### src/rtl/ep_cmpl_queue_if.sv
// ep_cmpl_queue_if: push, command-done, TX request and status signals of the completion queue.
interface ep_cmpl_queue_if #(
    parameter int DEPTH   = 8,
    parameter int NUM_IDS = 4
);
    localparam int ID_W  = $clog2(NUM_IDS);
    localparam int CNT_W = $clog2(DEPTH) + 1;
    logic             push_i;
    logic             push_with_data_i;
    logic [ID_W-1:0]  push_id_i;
    logic [2:0]       req_tc_i;
    logic             req_td_i;
    logic             req_ep_i;
    logic [1:0]       req_attr_i;
    logic [9:0]       req_len_i;
    logic [15:0]      req_rid_i;
    logic [7:0]       req_tag_i;
    logic [7:0]       req_be_i;
    logic [12:0]      req_addr_i;
    logic             cmd_compl_i;
    logic [ID_W-1:0]  cmd_id_i;
    logic             req_compl_o;
    logic             req_compl_with_data_o;
    logic [2:0]       req_tc_o;
    logic             req_td_o;
    logic             req_ep_o;
    logic [1:0]       req_attr_o;
    logic [9:0]       req_len_o;
    logic [15:0]      req_rid_o;
    logic [7:0]       req_tag_o;
    logic [7:0]       req_be_o;
    logic [12:0]      req_addr_o;
    logic             compl_done_i;
    logic             rx_np_ok_o;
    logic             full_o;
    logic [CNT_W-1:0] level_o;
    logic             overflow_o;
    modport master (
        output push_i, push_with_data_i, push_id_i, req_tc_i, req_td_i, req_ep_i, req_attr_i,
               req_len_i, req_rid_i, req_tag_i, req_be_i, req_addr_i, cmd_compl_i, cmd_id_i,
               compl_done_i,
        input  req_compl_o, req_compl_with_data_o, req_tc_o, req_td_o, req_ep_o, req_attr_o,
               req_len_o, req_rid_o, req_tag_o, req_be_o, req_addr_o, rx_np_ok_o, full_o,
               level_o, overflow_o
    );
    modport slave (
        input  push_i, push_with_data_i, push_id_i, req_tc_i, req_td_i, req_ep_i, req_attr_i,
               req_len_i, req_rid_i, req_tag_i, req_be_i, req_addr_i, cmd_compl_i, cmd_id_i,
               compl_done_i,
        output req_compl_o, req_compl_with_data_o, req_tc_o, req_td_o, req_ep_o, req_attr_o,
               req_len_o, req_rid_o, req_tag_o, req_be_o, req_addr_o, rx_np_ok_o, full_o,
               level_o, overflow_o
    );
endinterface

### src/rtl/ep_cmpl_queue.sv
// ep_cmpl_queue: in-order completion queue from RX to TX engine with NP throttling.
// Define EP_CMPL_QUEUE_CMD_WAIT_EN to hold each entry until its command ID reports done.
module ep_cmpl_queue #(
    parameter int DEPTH     = 8,
    parameter int NUM_IDS   = 4,
    parameter int NP_THRESH = 6
) (
    input logic            clk,
    input logic            rst,
    ep_cmpl_queue_if.slave q
);
    localparam int AW    = $clog2(DEPTH);
    localparam int CNT_W = $clog2(DEPTH) + 1;
`ifdef EP_CMPL_QUEUE_CMD_WAIT_EN
    typedef enum logic [1:0] {IDLE, WAIT, ISSUE} state_t;
`else
    typedef enum logic {IDLE, ISSUE} state_t;
`endif
    state_t           state;
    logic [62:0]      mem [DEPTH];
    logic [62:0]      hdr;
    logic [AW-1:0]    wr_ptr, rd_ptr;
    logic [CNT_W-1:0] cnt;
    logic             req, ovf, pop, push_ok, go;
    assign pop     = (state == ISSUE) && q.compl_done_i;
    assign push_ok = q.push_i && (cnt != CNT_W'(DEPTH) || pop);
    always_ff @(posedge clk)
        if (push_ok)
            mem[wr_ptr] <= {q.push_with_data_i, q.req_tc_i, q.req_td_i, q.req_ep_i, q.req_attr_i,
                            q.req_len_i, q.req_rid_i, q.req_tag_i, q.req_be_i, q.req_addr_i};
`ifdef EP_CMPL_QUEUE_CMD_WAIT_EN
    localparam int ID_W = $clog2(NUM_IDS);
    logic [ID_W-1:0]    ids [DEPTH];
    logic [NUM_IDS-1:0] rdy;
    always_ff @(posedge clk)
        if (push_ok) ids[wr_ptr] <= q.push_id_i;
    // a done pulse landing on the popping ID belongs to a later command, so set beats clear
    always_ff @(posedge clk or posedge rst)
        if (rst) rdy <= '0;
        else
            for (int i = 0; i < NUM_IDS; i++)
                if (q.cmd_compl_i && q.cmd_id_i == ID_W'(i)) rdy[i] <= 1'b1;
                else if (pop && ids[rd_ptr] == ID_W'(i)) rdy[i] <= 1'b0;
    assign go = rdy[ids[rd_ptr]];
`else
    logic unused_cmd;
    assign unused_cmd = ^{q.cmd_compl_i, q.cmd_id_i, q.push_id_i};
    assign go = 1'b1;
`endif
    always_ff @(posedge clk or posedge rst)
        if (rst) begin
            wr_ptr <= '0;
            rd_ptr <= '0;
            cnt    <= '0;
            ovf    <= 1'b0;
        end else begin
            wr_ptr <= wr_ptr + AW'(push_ok);
            rd_ptr <= rd_ptr + AW'(pop);
            cnt    <= cnt + CNT_W'(push_ok) - CNT_W'(pop);
            ovf    <= ovf | (q.push_i & ~push_ok);
        end
    always_ff @(posedge clk or posedge rst)
        if (rst) begin
            state <= IDLE;
            req   <= 1'b0;
            hdr   <= '0;
        end else
            case (state)
                ISSUE:
                    if (q.compl_done_i) begin
                        state <= IDLE;
                        req   <= 1'b0;
                    end
                default:
                    if (cnt != '0) begin
                        if (go) begin
                            state <= ISSUE;
                            req   <= 1'b1;
                            hdr   <= mem[rd_ptr];
                        end
`ifdef EP_CMPL_QUEUE_CMD_WAIT_EN
                        else state <= WAIT;
`endif
                    end
            endcase
    assign q.req_compl_o = req;
    assign {q.req_compl_with_data_o, q.req_tc_o, q.req_td_o, q.req_ep_o, q.req_attr_o,
            q.req_len_o, q.req_rid_o, q.req_tag_o, q.req_be_o, q.req_addr_o} = hdr;
    assign q.level_o    = cnt;
    assign q.full_o     = cnt == CNT_W'(DEPTH);
    assign q.rx_np_ok_o = cnt < CNT_W'(NP_THRESH);
    assign q.overflow_o = ovf;
endmodule

### src/flat_wrapper.sv
// flat-port wrapper written by rule: the top's interface ports become plain ports
module ep_cmpl_queue_flat 
#(
    parameter int DEPTH     = 8,
    parameter int NUM_IDS   = 4,
    parameter int NP_THRESH = 6
)
  (clk, rst, q_push_i, q_push_with_data_i, q_push_id_i, q_req_tc_i, q_req_td_i, q_req_ep_i, q_req_attr_i, q_req_len_i, q_req_rid_i, q_req_tag_i, q_req_be_i, q_req_addr_i, q_cmd_compl_i, q_cmd_id_i, q_compl_done_i, q_req_compl_o, q_req_compl_with_data_o, q_req_tc_o, q_req_td_o, q_req_ep_o, q_req_attr_o, q_req_len_o, q_req_rid_o, q_req_tag_o, q_req_be_o, q_req_addr_o, q_rx_np_ok_o, q_full_o, q_level_o, q_overflow_o);
  ep_cmpl_queue_if #(.DEPTH(DEPTH), .NUM_IDS(NUM_IDS)) q_i ();
  input logic clk;
  input logic rst;
  input wire logic [$bits(q_i.push_i)-1:0] q_push_i;
  input wire logic [$bits(q_i.push_with_data_i)-1:0] q_push_with_data_i;
  input wire logic [$bits(q_i.push_id_i)-1:0] q_push_id_i;
  input wire logic [$bits(q_i.req_tc_i)-1:0] q_req_tc_i;
  input wire logic [$bits(q_i.req_td_i)-1:0] q_req_td_i;
  input wire logic [$bits(q_i.req_ep_i)-1:0] q_req_ep_i;
  input wire logic [$bits(q_i.req_attr_i)-1:0] q_req_attr_i;
  input wire logic [$bits(q_i.req_len_i)-1:0] q_req_len_i;
  input wire logic [$bits(q_i.req_rid_i)-1:0] q_req_rid_i;
  input wire logic [$bits(q_i.req_tag_i)-1:0] q_req_tag_i;
  input wire logic [$bits(q_i.req_be_i)-1:0] q_req_be_i;
  input wire logic [$bits(q_i.req_addr_i)-1:0] q_req_addr_i;
  input wire logic [$bits(q_i.cmd_compl_i)-1:0] q_cmd_compl_i;
  input wire logic [$bits(q_i.cmd_id_i)-1:0] q_cmd_id_i;
  input wire logic [$bits(q_i.compl_done_i)-1:0] q_compl_done_i;
  output wire logic [$bits(q_i.req_compl_o)-1:0] q_req_compl_o;
  output wire logic [$bits(q_i.req_compl_with_data_o)-1:0] q_req_compl_with_data_o;
  output wire logic [$bits(q_i.req_tc_o)-1:0] q_req_tc_o;
  output wire logic [$bits(q_i.req_td_o)-1:0] q_req_td_o;
  output wire logic [$bits(q_i.req_ep_o)-1:0] q_req_ep_o;
  output wire logic [$bits(q_i.req_attr_o)-1:0] q_req_attr_o;
  output wire logic [$bits(q_i.req_len_o)-1:0] q_req_len_o;
  output wire logic [$bits(q_i.req_rid_o)-1:0] q_req_rid_o;
  output wire logic [$bits(q_i.req_tag_o)-1:0] q_req_tag_o;
  output wire logic [$bits(q_i.req_be_o)-1:0] q_req_be_o;
  output wire logic [$bits(q_i.req_addr_o)-1:0] q_req_addr_o;
  output wire logic [$bits(q_i.rx_np_ok_o)-1:0] q_rx_np_ok_o;
  output wire logic [$bits(q_i.full_o)-1:0] q_full_o;
  output wire logic [$bits(q_i.level_o)-1:0] q_level_o;
  output wire logic [$bits(q_i.overflow_o)-1:0] q_overflow_o;
  assign q_i.push_i = q_push_i;
  assign q_i.push_with_data_i = q_push_with_data_i;
  assign q_i.push_id_i = q_push_id_i;
  assign q_i.req_tc_i = q_req_tc_i;
  assign q_i.req_td_i = q_req_td_i;
  assign q_i.req_ep_i = q_req_ep_i;
  assign q_i.req_attr_i = q_req_attr_i;
  assign q_i.req_len_i = q_req_len_i;
  assign q_i.req_rid_i = q_req_rid_i;
  assign q_i.req_tag_i = q_req_tag_i;
  assign q_i.req_be_i = q_req_be_i;
  assign q_i.req_addr_i = q_req_addr_i;
  assign q_i.cmd_compl_i = q_cmd_compl_i;
  assign q_i.cmd_id_i = q_cmd_id_i;
  assign q_i.compl_done_i = q_compl_done_i;
  assign q_req_compl_o = q_i.req_compl_o;
  assign q_req_compl_with_data_o = q_i.req_compl_with_data_o;
  assign q_req_tc_o = q_i.req_tc_o;
  assign q_req_td_o = q_i.req_td_o;
  assign q_req_ep_o = q_i.req_ep_o;
  assign q_req_attr_o = q_i.req_attr_o;
  assign q_req_len_o = q_i.req_len_o;
  assign q_req_rid_o = q_i.req_rid_o;
  assign q_req_tag_o = q_i.req_tag_o;
  assign q_req_be_o = q_i.req_be_o;
  assign q_req_addr_o = q_i.req_addr_o;
  assign q_rx_np_ok_o = q_i.rx_np_ok_o;
  assign q_full_o = q_i.full_o;
  assign q_level_o = q_i.level_o;
  assign q_overflow_o = q_i.overflow_o;
  ep_cmpl_queue #(.DEPTH(DEPTH), .NUM_IDS(NUM_IDS), .NP_THRESH(NP_THRESH)) u_core (.clk(clk), .rst(rst), .q(q_i));
endmodule
### config.mk
export PLATFORM = sky130hd
export DESIGN_NAME = ep_cmpl_queue_flat
export DESIGN_NICKNAME = d
export VERILOG_FILES = /design/src/rtl/ep_cmpl_queue_if.sv /design/src/rtl/ep_cmpl_queue.sv /design/src/flat_wrapper.sv
export SDC_FILE = /design/constraint.sdc
export NUM_CORES = 1
export LEC_CHECK = 0
export CAP_MARGIN = 25
export CORE_UTILIZATION = 53
export CTS_BUF_LIST = sky130_fd_sc_hd__clkbuf_8
export DETAILED_ROUTE_END_ITERATION = 8
export DONT_BUFFER_PORTS = 1
export PLACE_DENSITY_LB_ADDON = 0.12
export SYNTH_ARGS = -nofsm -noshare
export SYNTH_HDL_FRONTEND = slang
export SYNTH_SLANG_ARGS = --single-unit
export TNS_END_PERCENT = 20
### constraint.sdc
create_clock -name clk -period 13 [get_ports clk]
set_input_delay 2.6 -clock clk [delete_from_list [all_inputs] [get_ports clk]]
set_output_delay 2.6 -clock clk [all_outputs]
set_load 0.01 [all_outputs]
**Yosys cells after proc, flatten, opt, wreduce, memory -nomap -nowiden**

Memories as Yosys holds them, arrays and structs flattened. A register that Yosys moved wholly into a read port is not among the register bits.
Cells that the tools add are included.

- RAM bits: 504
- Flip-flop bits (word level): 13
- Memories: 1
- Input port bits: 72
- Output and inout bits: 71

- Bitwise operators: 4
- Eq/ne operators: 3
- Multiplexer cells: 8
- $add $sub $neg: 4
- Magnitude comparators: 1
- Reductions and logical operators: 7

Memories:

| memory | depth | bits a word | rd ports | clocked after memory_dff | wr ports | line | text |
|---|---|---|---|---|---|---|---|
| u_core.mem | 8 | 63 | 1 | 1 | 1 | ep_cmpl_queue.sv:20 | `logic [62:0] mem [DEPTH];` |

Operator list:

| kind | count |
|---|---|
| $mux 1 | 8 |
| $add 3x1->3 | 2 |
| $add 4x1->4 | 1 |
| $eq 4x4->1 const B | 1 |
| $lt 4x3->1 const B | 1 |
| $ne 4x4->1 const B | 1 |
| $reduce_and 2->1 | 2 |
| $reduce_bool 4->1 | 1 |
| $sub 4x1->4 | 1 |
| $logic_and 1x1->1 | 2 |
| $ne 2x2->1 const B | 1 |
| $not 1->1 | 2 |
| $reduce_bool 2->1 | 1 |
| $and 1x1->1 | 1 |
| $logic_or 1x1->1 | 1 |
| $or 1x1->1 | 1 |

**Depth between registers and ports, before layout**

- Depth in word-level cells: 6
- Depth in mapped cells: 9
- Depth with buffers taken out: 8

**Worst setup path before layout**

Ideal clock, no wire load.

- Path type: input port to flip-flop
- Start: in q_compl_done_i
- End: mem u_core.mem[1][0], enable pin
- Path buffers: 0
- Data arrival time: 7.223 ns
- Cell stages on the path: 4
- Required time: 12.439 ns
- Setup time: 0.561 ns
- Path slack: 5.216 ns
- Path through: nand2_1 > inv_2 > o211ai_1 > nor3_1

- Longest elaborated chain between the ends: 5

RTL lines:

| element | line | text |
|---|---|---|
| from (decl) | flat_wrapper.sv:26 | `input wire logic [$bits(q_i.compl_done_i)-1:0] q_compl_done_i;` |
| $logic_and 1x1->1 | ep_cmpl_queue.sv:25 | `assign pop = (state == ISSUE) && q.compl_done_i;` |
| $logic_or 1x1->1 | ep_cmpl_queue.sv:26 | `assign push_ok = q.push_i && (cnt != CNT_W'(DEPTH) \|\| pop);` |
| $logic_and 1x1->1 | ep_cmpl_queue.sv:26 |  |
| $mux 1 | ep_cmpl_queue.sv:28 | `if (push_ok)` |
| $mux 1 (implied by the code) | ep_cmpl_queue.sv:29 | `mem[wr_ptr] <= {q.push_with_data_i, q.req_tc_i, q.req_td_i, q.req_ep_i, q.req_attr_i,` |
| to (decl) | ep_cmpl_queue.sv:20 |  |

Every way passes these cells.

**Final worst setup path**

- Start: reg u_core.cnt[2], in the netlist u_core.q.level_o[2]
- End: out q_full_o

- Longest elaborated chain between the ends: 1

RTL lines:

| element | line | text |
|---|---|---|
| from (decl) | ep_cmpl_queue.sv:23 | `logic [CNT_W-1:0] cnt;` |
| from (signal assigned) | ep_cmpl_queue.sv:59 | `cnt <= cnt + CNT_W'(push_ok) - CNT_W'(pop);` |
| $eq 4x4->1 | ep_cmpl_queue.sv:90 | `assign q.full_o = cnt == CNT_W'(DEPTH);` |
| to (decl) | flat_wrapper.sv:39 | `output wire logic [$bits(q_i.full_o)-1:0] q_full_o;` |

Every way passes these cells.

==> results.toml <==
[cts]
post_cts_resized = 0
numCtsBuffers = 93
cts_hold_buf = 0
cts_max_path_buffers = 3
postCtsSetupBuffers = 0
clk_latency_ns = 0.63
clk_pin_slew_worst_paths_ns = 0.06
cts_tree = "done"
cts_htree_levels = 3
numClockSinks = 580
cts_root_buf = "clkbuf_8"

[power]
p_total_uw = 5540
vdd_drop_max_mv = 0.181
p_leak_uw = 0.00875
powerDensity_nw_per_um2 = 223

[logic_synthesis]
yosysWarnings = 0
synth_flop_cell = "edfxtp_1"
synth_common_cells = "edfxtp_1 (504), mux2i_1 (126), dfrtp_1 (76), mux2_2 (72)"
ys_seq_area_frac = 0.753
avgSynthCellArea_um2 = 18.6
synthArstFlopShare = 0.131
yosysTopAreaCell = "edfxtp_1"
synth-seq-cells = 580
synth_top_area_frac = 0.669
synthDistinctLibCells = 33
synth_edf_count = 504
syn_nets = 1301
synthCells = 1217
netlist_area_um2 = 22600
synth.most_common_cell = "edfxtp_1"
synth.area.top_cells = "edfxtp_1 (67%), dfrtp_1 (8.4%), mux2i_1 (5.6%)"

[worst_setup_path]
cp_slowest_cell = "dfrtp_1"
crit_start = "u_core.q.level_o[2]"
path_delay_family = "flip-flops"
reg2reg_to = "u_core.hdr[59]"
crit_type = "reg -> out"
critical_path.cell_chain = "inv_1 -> ha_1 -> or3b_1 -> inv_1"
r2r_slack_ns = 9.81
cp.required_ns = 10.40
crit_fanout = 4
cp_data_arrival_time_ns = 1.92
cp-end-kind = "primary output"
cpMostUsedCell = "inv_1"
critPathMaxStageDelay_ns = 0.43
cp_num_buf_inv = 2
r2r_cells = 7
r2r-start = "u_core.q.level_o[2]"
crit_path_start_kind = "flip-flop"
cp.depth = 4

[die]
core_um2 = 42000
ios = 143
std_cell_rows = 75
die_y_um = 209
start_util = 0.538
die_area_um2 = 43500
fp.dieW_um = 209

[place]
portBuffers = 0
dp_cells = 1707
hpwlAfterDp_mm = 24.1
gp_congestion = 0.676

[routing]
vias_per_cell = 5.95
wl_mm = 48.7
vias = 11200
wire_per_inst_um = 26.0
drt_first_pass_iters = 5
wl_met3_mm = 3.24
wl_met2_mm = 23.6
ant_nets = 0
m1WireLength_mm = 21.0
maxUsedRoutingLayer = "met4"
drt_iter0_drc = 560
drc = 0

[layout]
nets = 1347
drive_gt1_frac = 0.215
area_delta_synth_final_pct = 9.79
instances_no_fill = 1876
diodes = 0

[timing]
fmax_ghz = 0.221
maxSlewViolCount = 0
maxSlewHeadroom = 0.332
hold_viol = 0
final.setup.tns_ns = 0
clock_skew_ns = 0.0185
min_period_over_period = 0.347
worst_pin_slew_ns = 1.00
setup_viol = 0
fin_crit_ns = 4.52
rsz0062_at_grt = "false"

[flow_run]
maxCapViolations = 0

[global_routing]
grt_pass1_vias = 11600
track_usage = 0.228
grt.overflow.total = 0
grt_start_max_net_pins = 142
grt_pass1_wl_mm = 72.6
antenna_found_initial = 0

[min_path]
hold_end = "u_core.q.overflow_o"
hold_path.class = "reg -> reg"
hp-start = "u_core.q.overflow_o"
hold_depth = 1

[outcome]
outcome = "finished, final reports clean"
[metal layers]
layer	global-route usage	up-vias
li1	-	4995
met1	0.300	5794
met2	0.373	293
met3	0.0633	78
met4	0.0685	0
met5	0	-
[per-stage QoR]
stage                      util  worst slack (ns)  hold slack, ns  instance area (µm²)
after global routing      0.591              8.39           0.565                24800
final                     0.591              8.48           0.541                24800
after global placement    0.550              8.02           0.513                23100
after CTS                 0.591              8.43           0.546                24800
after detailed placement  0.552              7.99           0.529                23200
after floorplan               -              5.22           0.480                22600
[final cells by class]
class | count | area, µm²
clock inverter | 68 | 265
clock buffer | 101 | 1390
multi-input combinational | 548 | 5160
inverter | 14 | 55.1
tap | 539 | 674
fill | 3205 | 17200
timing repair buffer | 26 | 260
sequential | 580 | 17000
[cell families after synthesis]
| logic type | share of synthesized area |
|---|---|
| and+or+nand+nor | 0.00420 |
| adders and majority gates | 0.00697 |
| xor gates and xnor gates | 0.00155 |
| buffers and inverters | 0.0228 |
| AOI/OAI and AO/OA | 0.0932 |
| muxes | 0.118 |
| DFF | 0.753 |
[how the worst max path moves through the flow]
stage | endpoint | slack, ns
after global placement | u_core.mem[7][34] | 8.02
after CTS | q_full_o | 8.43
after floorplan | u_core.mem[1][0] | 5.22
final | q_full_o | 8.48
after global routing | q_full_o | 8.39
after detailed placement | u_core.mem[7][36] | 7.99
[where the power goes]
group	total, µW	internal (µW)	switching [µW]
Sequential	2650	2400	251
Combinational	1510	611	900
Clock	1380	709	672
Total	5540	3720	1820
[sequential cells by signal, summed over array words and instances (netlist names)]
register / cells
u_core.mem: 504
u_core.hdr: 63
u_core.q.level_o: 4
u_core.rd_ptr: 3
u_core.wr_ptr: 3
u_core.q.overflow_o: 1
u_core.q.req_compl_o: 1
u_core.state: 1
[layout by cell type, fill, tap and decap left out, types with 3 or more instances in the layout]
cell type / Yosys / final
mux2_2: 72 / 72
o31ai_2: 63 / 63
ha_1: 11 / 11
clkbuf_8: 0 / 101
o22ai_1: 63 / 63
xor2_1: 3 / 3
o21ai_0: 63 / 63
mux2i_1: 126 / 126
clkinv_1: 0 / 17
edfxtp_1: 504 / 504
inv_1: 13 / 57
clkinv_2: 0 / 5
nor2_4: 0 / 7
mux2_1: 54 / 54
a21oi_1: 4 / 4
buf_4: 12 / 22
dfrtp_1: 76 / 74
a22o_1: 63 / 63
(Power assumes the default switching activity.)
